--- config.mk ---
export PLATFORM = sky130hd
export DESIGN_NAME = div_seq
export DESIGN_NICKNAME = d
export VERILOG_FILES = /design/src/rtl/div_seq.sv
export SDC_FILE = /design/constraint.sdc
export NUM_CORES = 1
export LEC_CHECK = 0
export CORE_ASPECT_RATIO = 0.6
export CORE_MARGIN = 2
export CORE_UTILIZATION = 51
export CTS_CLUSTER_DIAMETER = 40
export DETAILED_ROUTE_END_ITERATION = 10
export PLACE_DENSITY_LB_ADDON = 0.08
export SLEW_MARGIN = 10
export SYNTH_ARGS = -nofsm -noshare
export SYNTH_HDL_FRONTEND = slang
export SYNTH_SLANG_ARGS = --single-unit
--- constraint.sdc ---
create_clock -name clk -period 2.9 [get_ports clk]
set_input_delay 0.58 -clock clk [delete_from_list [all_inputs] [get_ports clk]]
set_output_delay 0.58 -clock clk [all_outputs]
set_load 0.01 [all_outputs]
--- src/rtl/div_seq.sv ---
// Sequencer for the EX-stage 32-bit divider (DIV/DIVU): restoring shift-subtract over
// 32 cycles, sign correction, and a stall request while the result is pending.
module div_seq (
    input  logic        clk,
    input  logic        rst,
    input  logic        signed_div_i,
    input  logic [31:0] opdata1_i,
    input  logic [31:0] opdata2_i,
    input  logic        start_i,
    input  logic        annul_i,
    output logic [63:0] result_o,
    output logic        ready_o,
    output logic        stallreq_o
);

    typedef enum logic [1:0] {StFree, StByZero, StOn, StEnd} state_e;

    state_e      state_q, state_d;
    logic [5:0]  cnt_q, cnt_d;
    logic [64:0] work_q, work_d;
    logic [31:0] divisor_q, divisor_d;
    logic        neg_quot_q, neg_quot_d;
    logic        neg_rem_q, neg_rem_d;
    logic [63:0] result_q, result_d;
    logic        ready_q, ready_d;

    logic [31:0] dividend_abs, divisor_abs;
    logic [32:0] diff;
    logic [31:0] quot_fix, rem_fix;

    // 0x80000000 negates to itself, which is the correct unsigned magnitude.
    assign dividend_abs = (signed_div_i && opdata1_i[31]) ? 32'd0 - opdata1_i : opdata1_i;
    assign divisor_abs  = (signed_div_i && opdata2_i[31]) ? 32'd0 - opdata2_i : opdata2_i;

    assign diff     = {1'b0, work_q[63:32]} - {1'b0, divisor_q};
    assign quot_fix = neg_quot_q ? 32'd0 - work_q[31:0]  : work_q[31:0];
    assign rem_fix  = neg_rem_q  ? 32'd0 - work_q[64:33] : work_q[64:33];

    always_comb begin
        state_d    = state_q;
        cnt_d      = cnt_q;
        work_d     = work_q;
        divisor_d  = divisor_q;
        neg_quot_d = neg_quot_q;
        neg_rem_d  = neg_rem_q;
        result_d   = result_q;
        ready_d    = ready_q;

        case (state_q)
            StFree: begin
                result_d = 64'd0;
                ready_d  = 1'b0;
                if (start_i && !annul_i) begin
                    if (opdata2_i == 32'd0) begin
                        state_d = StByZero;
                    end else begin
                        state_d    = StOn;
                        divisor_d  = divisor_abs;
                        neg_quot_d = signed_div_i && (opdata1_i[31] ^ opdata2_i[31]);
                        neg_rem_d  = signed_div_i && opdata1_i[31];
                        work_d     = {32'd0, dividend_abs, 1'b0};
                        cnt_d      = 6'd0;
                    end
                end
            end
            StByZero: begin
                work_d   = 65'd0;
                result_d = 64'd0;
                ready_d  = 1'b1;
                state_d  = StEnd;
            end
            StOn: begin
                if (annul_i) begin
                    state_d = StFree;
                    cnt_d   = 6'd0;
                    ready_d = 1'b0;
                end else if (cnt_q != 6'd32) begin
                    if (diff[32]) begin
                        work_d = {work_q[63:0], 1'b0};
                    end else begin
                        work_d = {diff[31:0], work_q[31:0], 1'b1};
                    end
                    cnt_d = cnt_q + 6'd1;
                end else begin
                    result_d = {rem_fix, quot_fix};
                    ready_d  = 1'b1;
                    state_d  = StEnd;
                    cnt_d    = 6'd0;
                end
            end
            StEnd: begin
                if (!start_i || annul_i) begin
                    state_d  = StFree;
                    result_d = 64'd0;
                    ready_d  = 1'b0;
                end
            end
            default: begin
                state_d = StFree;
            end
        endcase
    end

    always_ff @(posedge clk) begin
        if (!rst) begin
            state_q    <= StFree;
            cnt_q      <= 6'd0;
            work_q     <= 65'd0;
            divisor_q  <= 32'd0;
            neg_quot_q <= 1'b0;
            neg_rem_q  <= 1'b0;
            result_q   <= 64'd0;
            ready_q    <= 1'b0;
        end else begin
            state_q    <= state_d;
            cnt_q      <= cnt_d;
            work_q     <= work_d;
            divisor_q  <= divisor_d;
            neg_quot_q <= neg_quot_d;
            neg_rem_q  <= neg_rem_d;
            result_q   <= result_d;
            ready_q    <= ready_d;
        end
    end

    assign result_o   = result_q;
    assign ready_o    = ready_q;
    assign stallreq_o = start_i & ~ready_q;

endmodule

# After elaboration in Yosys (flattened, before gate mapping)
# Cells that the tools add are included.
[word_totals]
ff_bits = 172
output_inout_bits = 66
[classes]
add_sub_neg = 6
n_eq_ne = 11
muxes = 29
n_bitwise = 4
n_reduce_logical = 18
[ops]
columns = ["op", "n"]
rows = [
  ["2-to-1 mux 65 bit", 5],
  ["case mux 65 bit (3 select lines)", 1],
  ["2-to-1 mux 64 bit", 3],
  ["case mux 64 bit (3 select lines)", 1],
  ["2-to-1 mux 32 bit", 4],
  ["subtractor 1 x 32 -> 32 bit, first input constant", 4],
  ["subtractor 32 x 32 -> 33 bit", 1],
  ["logical NOT 32 bit", 1],
  ["2-to-1 mux 6 bit", 4],
  ["!= test 2 bit, second input constant", 6],
  ["case mux 6 bit (2 select lines)", 1],
  ["AND reduction 3 bit", 4],
  ["2-to-1 mux 2 bit", 5],
  ["case mux 2 bit (4 select lines)", 1],
  ["adder 6 x 1 -> 6 bit, second input constant", 1],
  ["!= test 6 bit, second input constant", 1],
  ["AND reduction 5 bit", 1],
  ["equality test 2 bit, second input constant", 2],
  ["logical AND 1 bit", 4],
  ["case mux 1 bit (4 select lines)", 1],
  ["2-to-1 mux 1 bit", 3],
  ["!= test 3 bit, second input constant", 1],
  ["nonzero test 3 bit", 1],
  ["equality test 2 x 1 -> 1 bit, second input constant", 1],
  ["other kinds (9)", 11],
]

# Logic depth before layout (Yosys ltp)
[depth]
depth_word = 5
ltp_mapped = 14
depth_no_buf = 12

# Least setup slack after synthesis
# Ideal clock, no wire load.
[synth_path]
path_type = "register to register"
startpoint = "reg work_q[32]"
endpoint = "reg work_q[62]"
setup_time_ns = 0.117
arrival_time_ns = 2.984
slack_ns = -0.201
path_stages_with_launch = 15
period_less_slack_ns = 3.101
cell_sequence = "dfxtp_1 inv_1 ha_1 fa_1 and2b_1 o2111ai_1 a311o_1 a21oi_1 o21ai_1 o41a_1 clkbuf_1 buf_2 nand2_1 o31ai_1 a22o_1"
[synth_via]
elab_chain_cells = 5
[synth_rtl]
columns = ["item", "line", "source"]
rows = [
  ["from (decl)", "20", "logic [64:0] work_q, work_d;"],
  ["from (signal assigned)", "117", "work_q <= work_d;"],
  ["subtractor 32 x 32 -> 33 bit", "35", "assign diff = {1'b0, work_q[63:32]} - {1'b0, divisor_q};"],
  ["2-to-1 mux 65 bit", "78", "if (diff[32]) begin"],
  ["2-to-1 mux 65 bit", "77", "end else if (cnt_q != 6'd32) begin"],
  ["2-to-1 mux 65 bit", "73", "if (annul_i) begin"],
  ["case mux 65 bit (3 select lines)", "49", "case (state_q)"],
]
# Every way passes these cells. The select of a mux whose other input is x is not followed.
# A chain may end at the register's enable or synchronous reset.

# Worst setup path after layout
[layout_path]
startpoint = "reg work_q[32]"
endpoint = "reg work_q[59]"
# The elaborated chain is that of the path after synthesis.

==> run_results.csv <==
group,metric,value,unit
die,dieWidth,193.2,um
layout,utilization,69.01,%
synthesis,synth-seq-cells,172,
synthesis,synthXorXnorAreaFrac,11.44,%
timing,final.setup.worst_slack,-0.1638,ns
global_routing,globalRouteOverflowTotal,0,
drt,via_count,11110,
worst_setup_path,crit_chain,"inv_4, ha_4, fa_2, and2b_1, o2111ai_2, a311o_1, a21oi_2, o21ai_2, o41a_1, buf_6, buf_6, a32oi_2, o21ai_1",
timing,fmax,326.4,MHz
synthesis,synthArstFlopShare,0,%
power,ir_worst_vdd,0.4148,mV
worst_setup_path,cp.arrival,3.39,ns
synthesis,synth_compound_area_share,25.01,%
synthesis,netlist_top_cells_count,"172 x dfxtp_1, 153 x nor2_1, 141 x nand2_1",
layout,antenna_cells,0,
synthesis,avgSynthCellArea,7.726,um2
timing,finalHoldViolCount,0,
placed_design,placed_area,0.01364,mm2
timing,setup_viol,31,
synthesis,synth_area,0.01095,mm2
worst_setup_path,critPathMaxFanout,6,
timing,period_needed,3.064,ns
clocking,clock_latency,0.44,ns
layout,syn_to_final_growth,32.57,%
synthesis,netlist_top_cells_area,"dfxtp_1 31%, xnor2_1 6.2%, nor2_1 5.2%",
die,start_util,52.05,%
worst_setup_path,crit_slowest_cell,"o41a_1",
timing,clock-skew-final,0.008977,ns
synthesis,yosysTopAreaCell,"dfxtp_1",
synthesis,ys_warn_count,0,
global_routing,grt_max_degree,70,
worst_setup_path,cpPeakStageDelay,0.49,ns
clocking,cts_root_buf,"clkbuf_16",
worst_setup_path,worst-setup-path-type,"reg -> reg",
die,boundaryPins,135,
synthesis,synthMuxAreaShare,1.189,%
global_routing,track_usage,29.35,%
synthesis,synth_top_family_by_area,"compound AO/OA/AOI/OAI gates",
worst_setup_path,critPathCaptureType,"register",
clocking,htreeDepth,4,
synthesis,synth_top_area_share,31.45,%
layout,drive_gt1_share,15.33,%
placed_design,place_congestion,0.9608,
drt,drtIter0Drc,945,
global_routing,first_global_vias,10040,
die,die_h,117.5,um
global_routing,grt_pass1_wl,53000,um
power,p_leak,5.771,nW
status,status,"finished with violations",
synthesis,syn-num-nets,1532,
drt,post_drt_wl_per_cell,17.03,um
drt,drtPass1Iterations,7,
worst_setup_path,worst-path-buf-inv,3,
worst_setup_path,start_kind,"register",
clocking,cts_tree,"done",
drt,via_per_inst,5.701,
synthesis,netlist_instances,1417,
clocking,clk_pin_slew_worst_paths,0.07,ns
synthesis,synth_seq_area_share,31.45,%
drt,drtAntennaViolNets,0,
synthesis,synth_edf_count,0,
placed_design,io_buffers,134,
drt,wl,33190,um
synthesis,synthAdderAreaFrac,5.326,%
worst_setup_path,worstPathRequired,3.22,ns
global_routing,antenna_found_initial,0,
drt,route.detailed.drc,0,
synthesis,synth_flop_cell,"dfxtp_1",
status,violations,"setup timing",
power,power_per_cell_area,699.7,mW/mm2
flow_run,cap_viol_max_count,0,
clocking,clock_tree.buffer_depth,2,
layout,nNetsFinal,1773,
timing,slew_violations,0,
clocking,cts.sinks,172,
timing,tightest_slew,0.9056,ns
layout,nFillCells,1801,
synthesis,synth_simple_gate_area_share,20.33,%
synthesis,synth.most_common_cell,"dfxtp_1",
die,die_area,0.02269,mm2
placed_design,post-dp-hpwl,25300,um
clocking,cts_buffers,17,
layout,design_area,0.01451,mm2
worst_setup_path,crit_top_cell,"buf_6",
die,row_count,41,
timing,period_share,105.6,%
hold_path,hold_path_class,"reg -> reg",
synthesis,synth.distinct_cells,70,
die,core_region_area,0.02103,mm2
timing,relSlewSlack,39.56,%
worst_setup_path,cp_top_family,"compound AO/OA/AOI/OAI gates",
timing,rsz0062_at_grt,"yes",
## metrics by stage
| stage | power, mW | hold slack (ns) | setup TNS (ns) | std cells | setup slack (ns) |
|---|---|---|---|---|---|
| 6_report | 10.16 | 0.4473 | -3.133 | 1949 | -0.1638 |
| 5_1_grt | 10.73 | 0.4671 | -6.675 | 1949 | -0.2603 |
| 4_1_cts | 10.02 | 0.4523 | -1.675 | 1947 | -0.1109 |
| 3_5_place_dp | 7.416 | 0.4406 | -28.25 | 1912 | -0.6720 |
| 3_3_place_gp | 7.329 | 0.4335 | -22.04 | 1912 | -0.6009 |
| 2_1_floorplan | 5.931 | 0.4319 | -0.08430 | 1417 | -0.03694 |
## cell families (layout without fill, tap and decap cells)
kind of cell,Yosys count,after routing
flops,172,172
fa+ha+maj,46,46
mux,13,13
xor+xnor,143,143
buf+inv,143,396
compound gates,434,434
simple gates,466,466
## cell usage in the layout (no fill, tap or decap), types with 5 or more instances in the layout
| cell | n |
|---|---|
| o41ai_1 | 12 |
| a21boi_0 | 5 |
| clkbuf_16 | 17 |
| xor2_1 | 65 |
| and3_1 | 10 |
| a211oi_1 | 43 |
| a31oi_1 | 10 |
| mux2i_1 | 13 |
| or3_1 | 12 |
| o21ai_1 | 46 |
| and2_1 | 15 |
| nor3_1 | 21 |
| o211ai_1 | 6 |
| nor4_1 | 10 |
| buf_12 | 5 |
| xnor2_1 | 78 |
| nand4_1 | 6 |
| buf_4 | 162 |
| o21ai_0 | 86 |
| nor2_1 | 147 |
| ha_1 | 43 |
| nor2b_1 | 7 |
| clkinv_2 | 6 |
| clkdlybuf4s50_1 | 131 |
| dfxtp_1 | 170 |
| nand2_1 | 141 |
| nand2b_1 | 9 |
| inv_1 | 56 |
| nand3_1 | 33 |
| a21oi_1 | 97 |
| a22oi_1 | 54 |
| o31ai_1 | 19 |
| or4_1 | 15 |
| a21o_1 | 11 |
## final timing paths
| check | slack [ns] | cells past startpoint | startpoint | endpoint |
|---|---|---|---|---|
| worst min-delay path | 0.45 | 2 | result_o[54] | result_o[54] |
| worst max register to register | -0.16 | 13 | work_q[32] | work_q[59] |
| worst min register to register | 0.45 | 2 | result_o[54] | result_o[54] |
| worst max-delay path | -0.16 | 13 | work_q[32] | work_q[59] |
## layer usage
metal  wire length [um]  GRT usage, %
met5                  0             0
met2              12940         39.20
met1              17350         47.90
met4                221         5.066
met3               2674         5.665
## flip-flops by register name (all words and copies together) (netlist names)
register / count
cnt_q: 6
neg_rem_q: 1
neg_quot_q: 1
work_q: 65
divisor_q: 32
ready_o: 1
result_o: 64
state_q: 2
## worst reg2reg max path, cell delays in order, from the launching register on
cell and delay (ns):
dfxtp_4 0.40, inv_4 0.05, ha_4 0.15, fa_2 0.33, and2b_1 0.23, o2111ai_2 0.12
a311o_1 0.34, a21oi_2 0.17, o21ai_2 0.08, o41a_1 0.49, buf_6 0.18, buf_6 0.14
a32oi_2 0.20, o21ai_1 0.08
## where the power goes
group          total (mW)  switching [mW]  internal [mW]  leakage [nW]
clock network        2.45           0.973           1.48         0.308
registers            3.09           0.402           2.68          1.40
logic                4.62            2.71           1.91          4.06
total                10.2            4.09           6.07          5.77
## cell type report
type	count	area, um2	area share (%)
Sequential cell	172	3448	23.76
Clock inverter	12	170.2	1.172
Timing Repair Buffer	305	2700	18.60
Multi-Input combinational cell	1102	7157	49.31
Tap cell	279	349.1	2.405
Clock buffer	19	452.9	3.121
Inverter	60	236.5	1.629
## repair_timing
item / in CTS / in global routing
pin swaps: 21 / 14
hold endpoints to repair: 0 / 0
resized for setup: 39 / 21
setup endpoints to repair: 38 / 68
gates cloned: 1 / 0
hold buffers: 0 / 0
buffers inserted: 3 / 2
(Power assumes the default switching activity.)
